[src/rtl/fpu_pkg.sv]
// Shared types and constants for the FPU result path.
// The packed entry layout is what the result FIFO stores.
package fpu_pkg;

    typedef struct packed {
        logic [31:0] result;
        logic        error;
        logic        overflow;
        logic [1:0]  op;
    } fpu_result_t;

    localparam logic [1:0]  OP_ADD  = 2'b00;
    localparam logic [1:0]  OP_SUB  = 2'b01;
    localparam logic [1:0]  OP_MUL  = 2'b10;
    localparam logic [1:0]  OP_DIV  = 2'b11;

    localparam logic [31:0] QNAN    = 32'h7FC0_0000;
    localparam logic [31:0] POS_INF = 32'h7F80_0000;

    // Single-precision NaN: all-ones exponent with a non-zero fraction.
    function automatic logic is_nan(input logic [31:0] word);
        return (word[30:23] == 8'hFF) && (word[22:0] != 23'd0);
    endfunction

endpackage

[src/rtl/fpu_sync_fifo.sv]
// First-word-fall-through synchronous FIFO with a registered head word.
// The head register holds its last value once the FIFO drains.
module fpu_sync_fifo #(
    parameter int WIDTH = 36,
    parameter int DEPTH = 4
) (
    input  logic                     clk,
    input  logic                     rst_n,
    input  logic                     wr_valid,
    output logic                     wr_ready,
    input  logic [WIDTH-1:0]         wr_data,
    output logic                     rd_valid,
    input  logic                     rd_ready,
    output logic [WIDTH-1:0]         rd_data,
    output logic [$clog2(DEPTH):0]   level
);

    localparam int AW = $clog2(DEPTH);
    localparam logic [AW:0] FULL_LVL = (AW+1)'(DEPTH);
    localparam logic [AW:0] ONE_LVL  = (AW+1)'(1);

    logic [WIDTH-1:0] mem_r [DEPTH];
    logic [AW-1:0]    wr_ptr_r;
    logic [AW-1:0]    rd_ptr_r;
    logic [AW:0]      level_r;
    logic [WIDTH-1:0] head_r;
    logic [WIDTH-1:0] head_nxt_s;
    logic [AW-1:0]    rd_ptr_inc_s;
    logic             push_s;
    logic             pop_s;

    assign wr_ready     = (level_r != FULL_LVL);
    assign rd_valid     = (level_r != '0);
    assign push_s       = wr_valid & wr_ready;
    assign pop_s        = rd_valid & rd_ready;
    assign rd_ptr_inc_s = rd_ptr_r + AW'(1);
    assign rd_data      = head_r;
    assign level        = level_r;

    // Next head word: a push into an empty queue or behind a lone departing entry goes straight to the head.
    always_comb begin
        head_nxt_s = head_r;
        if (push_s && (level_r == '0)) begin
            head_nxt_s = wr_data;
        end else if (pop_s && (level_r > ONE_LVL)) begin
            head_nxt_s = mem_r[rd_ptr_inc_s];
        end else if (pop_s && push_s) begin
            head_nxt_s = wr_data;
        end else begin
            head_nxt_s = head_r;
        end
    end

    // Storage array; data only, no reset needed since pointers gate visibility.
    always_ff @(posedge clk) begin
        if (push_s) begin
            mem_r[wr_ptr_r] <= wr_data;
        end
    end

    // Pointers, occupancy and head register.
    always_ff @(posedge clk) begin
        if (!rst_n) begin
            wr_ptr_r <= '0;
            rd_ptr_r <= '0;
            level_r  <= '0;
            head_r   <= '0;
        end else begin
            head_r <= head_nxt_s;
            if (push_s) begin
                wr_ptr_r <= wr_ptr_r + AW'(1);
            end else begin
                wr_ptr_r <= wr_ptr_r;
            end
            if (pop_s) begin
                rd_ptr_r <= rd_ptr_inc_s;
            end else begin
                rd_ptr_r <= rd_ptr_r;
            end
            case ({push_s, pop_s})
                2'b10:   level_r <= level_r + ONE_LVL;
                2'b01:   level_r <= level_r - ONE_LVL;
                default: level_r <= level_r;
            endcase
        end
    end

endmodule

[src/rtl/fpu_result_queue.sv]
// Result buffer behind the FPU arithmetic units: FIFO of tagged results
// plus sticky exception flags and a saturating error counter.
module fpu_result_queue
    import fpu_pkg::*;
#(
    parameter int DEPTH = 4,
    parameter int CNT_W = 8
) (
    input  logic                     clk,
    input  logic                     rst_n,
    input  logic                     in_valid,
    output logic                     in_ready,
    input  logic [31:0]              in_result,
    input  logic                     in_error,
    input  logic                     in_overflow,
    input  logic [1:0]               in_op,
    output logic                     out_valid,
    input  logic                     out_ready,
    output logic [31:0]              out_result,
    output logic                     out_error,
    output logic                     out_overflow,
    output logic [1:0]               out_op,
    output logic                     out_is_nan,
    output logic [$clog2(DEPTH):0]   level,
    output logic                     flag_error,
    output logic                     flag_overflow,
    input  logic                     flag_clear,
    output logic [CNT_W-1:0]         err_count
);

    localparam int FW = $bits(fpu_result_t);

    fpu_result_t      in_ent_s;
    fpu_result_t      out_ent_s;
    logic [FW-1:0]    out_bits_s;
    logic             push_s;
    logic             flagged_s;
    logic             flag_error_r;
    logic             flag_overflow_r;
    logic [CNT_W-1:0] err_count_r;

    assign in_ent_s = '{result: in_result, error: in_error, overflow: in_overflow, op: in_op};

    fpu_sync_fifo #(
        .WIDTH (FW),
        .DEPTH (DEPTH)
    ) u_fifo (
        .clk      (clk),
        .rst_n    (rst_n),
        .wr_valid (in_valid),
        .wr_ready (in_ready),
        .wr_data  (in_ent_s),
        .rd_valid (out_valid),
        .rd_ready (out_ready),
        .rd_data  (out_bits_s),
        .level    (level)
    );

    assign out_ent_s    = fpu_result_t'(out_bits_s);
    assign out_result   = out_ent_s.result;
    assign out_error    = out_ent_s.error;
    assign out_overflow = out_ent_s.overflow;
    assign out_op       = out_ent_s.op;
    assign out_is_nan   = is_nan(out_ent_s.result);

    assign push_s    = in_valid & in_ready;
    assign flagged_s = in_error | in_overflow;

    // Sticky flags and error counter; a flagged push outranks a same-cycle clear.
    always_ff @(posedge clk) begin
        if (!rst_n) begin
            flag_error_r    <= 1'b0;
            flag_overflow_r <= 1'b0;
            err_count_r     <= '0;
        end else if (push_s) begin
            flag_error_r    <= (flag_error_r & ~flag_clear) | in_error;
            flag_overflow_r <= (flag_overflow_r & ~flag_clear) | in_overflow;
            if (flag_clear) begin
                err_count_r <= flagged_s ? CNT_W'(1) : '0;
            end else if (flagged_s && (err_count_r != {CNT_W{1'b1}})) begin
                err_count_r <= err_count_r + CNT_W'(1);
            end else begin
                err_count_r <= err_count_r;
            end
        end else if (flag_clear) begin
            flag_error_r    <= 1'b0;
            flag_overflow_r <= 1'b0;
            err_count_r     <= '0;
        end else begin
            flag_error_r    <= flag_error_r;
            flag_overflow_r <= flag_overflow_r;
            err_count_r     <= err_count_r;
        end
    end

    assign flag_error    = flag_error_r;
    assign flag_overflow = flag_overflow_r;
    assign err_count     = err_count_r;

endmodule

[config.mk]
export PLATFORM = sky130hd
export DESIGN_NAME = fpu_result_queue
export DESIGN_NICKNAME = d
export VERILOG_FILES = /design/src/rtl/fpu_pkg.sv /design/src/rtl/fpu_sync_fifo.sv /design/src/rtl/fpu_result_queue.sv
export SDC_FILE = /design/constraint.sdc
export NUM_CORES = 1
export LEC_CHECK = 0
export BUFFER_PORTS_ARGS = -buffer_cell sky130_fd_sc_hd__buf_2
export CAP_MARGIN = 20
export CORE_UTILIZATION = 60
export DETAILED_ROUTE_END_ITERATION = 16
export PLACE_DENSITY = 0.84
export SLEW_MARGIN = 40
export SYNTH_ARGS = -nofsm -noshare
export SYNTH_HDL_FRONTEND = slang
export SYNTH_SLANG_ARGS = --single-unit
[constraint.sdc]
create_clock -name clk -period 4.88 [get_ports clk]
set_input_delay 0.244 -clock clk [delete_from_list [all_inputs] [get_ports clk]]
set_output_delay 0.244 -clock clk [all_outputs]
set_load 0.005 [all_outputs]
## Word-level counts from Yosys, hierarchy flattened

Memories as Yosys holds them, arrays and structs flattened.
Index checks and enable logic that the tools add are counted.

| word-level totals | value |
|---|---|
| flip-flop bits (word level) | 53 |
| RAM bits | 144 |
| output and inout port bits | 52 |
| word-level logic and storage cells | 54 |
| memories | 1 |

Memory list:

| name | depth | width | rd ports | clocked after memory_dff | write ports | RTL line | text |
|---|---|---|---|---|---|---|---|
| u_fifo.mem_r | 4 | 36 | 1 | 0 | 1 | fpu_sync_fifo.sv:22 | `logic [WIDTH-1:0] mem_r [DEPTH];` |

| cells by class | value |
|---|---|
| add/subtract/negate cells | 5 |
| magnitude comparators | 1 |
| eq/ne operators | 5 |
| mux-type cells | 14 |
| bitwise operators | 8 |
| reduce and logical (&&, ||, !) cells | 13 |

Operator list:

| cell | number |
|---|---|
| two-way mux 36 bit | 3 |
| two-way mux 8 bit | 4 |
| nonzero test 23 bit | 1 |
| adder 8 x 1 -> 8 bit (second input constant) | 1 |
| == test 8 bit (second input constant) | 1 |
| != test 8 bit (second input constant) | 1 |
| two-way mux 1 bit | 6 |
| one-hot mux 3 bit (2 select lines) | 1 |
| nonzero test 2 bit | 3 |
| nonzero test 3 bit | 2 |
| logical AND 1 bit | 5 |
| adder 2 x 1 -> 2 bit (second input constant) | 2 |
| AND 1 bit | 4 |
| adder 3 x 1 -> 3 bit (second input constant) | 1 |
| greater-than comparator 3 x 1 -> 1 bit (second input constant) | 1 |
| zero test 3 bit | 1 |
| != test 3 bit (second input constant) | 1 |
| bitwise OR 1 bit | 3 |
| subtractor 3 x 1 -> 3 bit (second input constant) | 1 |
| == test 2 x 1 -> 1 bit (second input constant) | 1 |
| == test 2 bit (second input constant) | 1 |
| AND reduction 2 bit | 1 |
| inverter 1 bit | 1 |

## Depth between registers and ports, before layout

| logic depth | value |
|---|---|
| depth in word-level cells | 6 |
| mapped depth | 12 |
| depth with buffers taken out | 8 |

## Cells and area by module

A second synthesis with hierarchy kept.

| unflattened totals | value |
|---|---|
| cell total of the unflattened synthesis | 518 |
| area total of the unflattened synthesis | 7972.6 µm² |

Modules (own cells, without submodules):

| module | times used | cells an instance | area each (µm²) |
|---|---|---|---|
| fpu_sync_fifo | 1 | 448 | 7403.4 |
| fpu_result_queue | 1 | 70 | 569.3 |

## Least setup slack after synthesis

OpenSTA, ideal clock, no wires.

| timing path | value |
|---|---|
| path type | flip-flop to flip-flop |
| start | register u_fifo.level_r[0], in the netlist u_fifo.level[0] |
| end | memory u_fifo.mem_r[0][0], enable pin |
| library setup time | 397 ps |
| arrival | 2149 ps |
| path slack | 2334 ps |
| cell stages (with the launch flop) | 8 |
| buffers on the path | 2 |
| clock period less this slack | 2546 ps |
| cells stage by stage | dfxtp_1 > inv_1 > ha_1 > a21bo_1 > buf_6 > inv_1 > buf_2 > and2_1 |

| between the ends | value |
|---|---|
| longest elaborated chain between the ends | 4 |

RTL lines:

| item | RTL line | text |
|---|---|---|
| start, declared | fpu_sync_fifo.sv:25 | `logic [AW:0] level_r;` |
| start signal, assigned | fpu_sync_fifo.sv:81 | `2'b10: level_r <= level_r + ONE_LVL;` |
| start signal, assigned | fpu_sync_fifo.sv:82 | `2'b01: level_r <= level_r - ONE_LVL;` |
| start signal, assigned | fpu_sync_fifo.sv:83 | `default: level_r <= level_r;` |
| != test 3 bit | fpu_sync_fifo.sv:32 | `assign wr_ready = (level_r != FULL_LVL);` |
| AND 1 bit | n/a |  |
| via push_s | fpu_result_queue.sv:36 | `logic push_s;` |
| two-way mux 1 bit | fpu_sync_fifo.sv:56 | `if (push_s) begin` |
| two-way mux 1 bit (not written as such) | fpu_sync_fifo.sv:57 | `mem_r[wr_ptr_r] <= wr_data;` |
| end, declared | fpu_sync_fifo.sv:22 |  |

The timed path passes the listed nets, and every way through them passes these cells.

## Worst setup path after layout

| timing path | value |
|---|---|
| start | register u_fifo.level_r[0], in the netlist u_fifo.level[0] |
| end | register u_fifo.head_r[24], in the netlist u_fifo.rd_data[24] |

| between the ends | value |
|---|---|
| longest elaborated chain between the ends | 5 |
| elaborated cells on any way between the ends | 12 |
| those cells by class | 1 x order compare; 1 x eq/ne; 2 x mux; 2 x bitwise; 6 x reduce/logical |

RTL lines:

| item | RTL line | text |
|---|---|---|
| parallel branches: the longest is 5 deep, another holds greater-than comparator 3 x 1 -> 1 bit | n/a |  |
| end signal, assigned | fpu_sync_fifo.sv:69 | `head_r <= head_nxt_s;` |
| end, declared | fpu_sync_fifo.sv:26 | `logic [WIDTH-1:0] head_r;` |

Several ways; the timed one is not identified.
A chain may end at the register's enable or synchronous reset.

==> impl_metrics.tcl <==
set metrics [dict create \
    ys_types 35 \
    worst_pin_slew_ns 0.618 \
    cts_sinks 197 \
    dp_hpwl_um 9350 \
    synth_top_area_share 0.559 \
    fp.coreArea_um2 12600 \
    startpoint_type "flop" \
    leakage_nw 3.28 \
    cts_root_buffer "clkbuf_16" \
    ctsHtreeMaxLevel 4 \
    insertion_delay_ns 0.44 \
    fin_crit_sh 0.583 \
    yosys_warnings 0 \
    worstReg2RegStart "u_fifo.level[0]" \
    crit_slowest_cell "buf_4" \
    ys_seq_area_frac 0.696 \
    grt_max_degree 49 \
    pin_count 93 \
    worstPathArrival_ns 3.17 \
    final_cell_mix "144 x edfxtp_1, 91 x buf_2, 51 x dfxtp_1" \
    swShare 0.279 \
    r2r_cells 9 \
    multi_input_area_um2 2230 \
    synth_top_cell_by_area "edfxtp_1" \
    grt_usage 0.249 \
    die_h_um 116 \
    postCtsResizedCells 0 \
    critPathCaptureType "flop" \
    cts_tree "done" \
    dr_total_vias 4506 \
    final_core_util 0.715 \
    finalHoldViolations 0 \
    rows 41 \
    seq_power_share 0.489 \
    path_class "flop to flop" \
    vias_per_cell 6.02 \
    syn_nets 523 \
    synth.top_cells.by_area "edfxtp_1 56%, dfxtp_1 14%, mux4_2 10%" \
    gp_congestion 0.811 \
    worstReg2RegEnd "u_fifo.rd_data[24]" \
    startpoint "u_fifo.level[0]" \
    fillCellCount 781 \
    r2r_setup_slack_ns 2.04 \
    cts_setup_buffers 0 \
    finalMaxSlewViolations 0 \
    die_w_um 116 \
    drt-total-wl_um 15600 \
    grt.overflow.total 0 \
    cp.required_ns 5.21 \
    async_flop_share 0 \
    dr.first_iter.drc_count 290 \
    tns_ns 0 \
    drive_gt1_frac 0.299 \
    syn-instance-count 472 \
    final_common_cell "edfxtp_1" \
    rsz0062_at_grt "false" \
    fin_nets 614 \
    antenna_found_initial 1 \
    p_comb_frac 0.208 \
    drc 0 \
    vdd_drop_max_uv 352 \
    io_buffers 92 \
    wl_per_cell_um 20.8 \
    crit_path_end "u_fifo.rd_data[24]" \
    drt-pass1-iter-count 6 \
    clk_transition_reported_paths_ns 0.07 \
    grt_pass1_wl_um 23700 \
    clkPwrFrac 0.303 \
    floorplan.die_area_um2 13300 \
    yosys_register_bits 197 \
    grt_pass1_vias 4507 \
    status "finished, final reports clean" \
    area_growth_syn_to_layout_pct 16.3 \
    seqCellArea_um2 5390 \
    start_util 0.615 \
    power_density_nw_per_um2 515 \
    maxCapViolations 0 \
    critical_path.max_stage_delay_ns 0.43 \
    synth_area_per_cell_um2 16.4 \
    crit_chain "inv_1 > ha_1 > a21bo_1 > inv_1 > ha_1 > a31oi_4 > buf_4 > mux2i_1 > a21oi_1" \
    p_switching_mw 1.29 \
    timing.fmax_mhz 352 \
    slew_headroom 0.588 \
    min_path_type "input port to flop" \
    clock_path_buffers 2 \
    synth_flop_cell "edfxtp_1" \
    synth-edff-count 144 \
    cp_max_fo 19 \
    cts_buffers 17 \
    syn_area_um2 7730 \
    ctsHoldBuffers 0 \
    ant_nets 0 \
    fin_worst_skew_ns 0.00730 \
    setup_violations 0 \
    period_minus_slack_ns 2.84 \
    p_int_mw 3.34 \
]
[Yosys cell counts (2+ instances only)]
library cell / count
nand4_1: 4
a31oi_1: 2
or3_1: 4
nand2b_1: 3
nor3_1: 2
o21ai_0: 43
clkbuf_1: 14
mux2i_1: 38
xnor2_1: 6
ha_1: 10
buf_2: 9
and2_1: 9
mux4_2: 36
buf_4: 2
a21oi_1: 44
inv_1: 8
nand2_1: 9
nor2b_1: 7
nor4_1: 5
a21boi_0: 2
nand3_1: 3
edfxtp_1: 144
dfxtp_1: 53
nor2_1: 4
[worst max-delay path, delay by kind of cell, from the launching register on]
family / cells / cell delay [ns]
compound gates: 3 / 0.78
buf+inv: 3 / 0.77
fa+ha+maj: 2 / 0.56
flops: 1 / 0.35
mux: 1 / 0.26
[worst min-delay path by stage]
stage	slack [ns]	endpoint	cells after the start	startpoint
floorplan	0.34	u_fifo.mem_r[0][0]	0	in_op[0]
global placement	0.47	err_count[7]	2	err_count[7]
detailed placement	0.48	u_fifo.mem_r[1][22]	1	in_result[18]
CTS	0.02	u_fifo.mem_r[1][22]	1	in_result[18]
global route	0.02	u_fifo.mem_r[0][22]	1	in_result[18]
finish	0.03	u_fifo.mem_r[2][23]	1	in_result[19]
[power groups by stage]
stage | registers, mW | logic, mW | clock network (mW)
4_1_cts | 2.26 | 0.961 | 1.42
3_3_place_gp | 2.28 | 0.905 | 0
3_5_place_dp | 2.30 | 0.950 | 0
5_1_grt | 2.29 | 1.05 | 1.48
2_1_floorplan | 2.19 | 0.670 | 0
6_report | 2.26 | 0.961 | 1.40
[layer usage]
layer | part of all wire | vias up | GRT usage
met5 | 0 | - | 0
met4 | 0.021 | 0 | 0.103
met3 | 0.054 | 23 | 0.0560
met2 | 0.51 | 161 | 0.415
met1 | 0.42 | 2289 | 0.317
li1 | - | 2033 | -
[registers in the layout, indices dropped and copies added, names as in the netlist]
signal and count:
u_fifo.mem_r 144, u_fifo.rd_data 36, err_count 8, u_fifo.level 3, u_fifo.rd_ptr_r 2, u_fifo.wr_ptr_r 2
flag_error 1, flag_overflow 1
[through the flow]
stage / worst slack [ns] / hold slack, ns / cells / total power [mW] / cell area [um2]
global route: 1.87 / 0.0207 / 749 / 4.81 / 8990
CTS: 1.60 / 0.0209 / 747 / 4.64 / 8970
floorplan: 2.33 / 0.343 / 472 / 2.86 / 7730
detailed placement: 1.62 / 0.481 / 715 / 3.25 / 8380
finish: 2.04 / 0.0339 / 749 / 4.63 / 8990
global placement: 1.79 / 0.466 / 713 / 3.19 / 8340
[kinds of logic (layout without fill, tap and decap cells)]
| logic type | count (synthesis) | in the layout | synth area share |
|---|---|---|---|
| DFF | 197 | 197 | 0.696 |
| and+or+nand+nor | 53 | 53 | 0.0383 |
| AOI/OAI and AO/OA | 98 | 98 | 0.0683 |
| buffers and inverters | 34 | 138 | 0.0199 |
| other | 0 | 1 | 0 |
| muxes | 74 | 74 | 0.154 |
| xor gates and xnor gates | 6 | 6 | 0.00680 |
| adders and majority gates | 10 | 10 | 0.0162 |
[final cells by class]
class,count,area share
inverter,8,0.00334
tap,172,0.0239
multi-input combinational,241,0.248
clock inverter,13,0.0177
antenna,1,0.000278
sequential,197,0.600
timing repair buffer,98,0.0590
clock buffer,19,0.0482
Note: power is estimated with default switching activity, not from simulation.
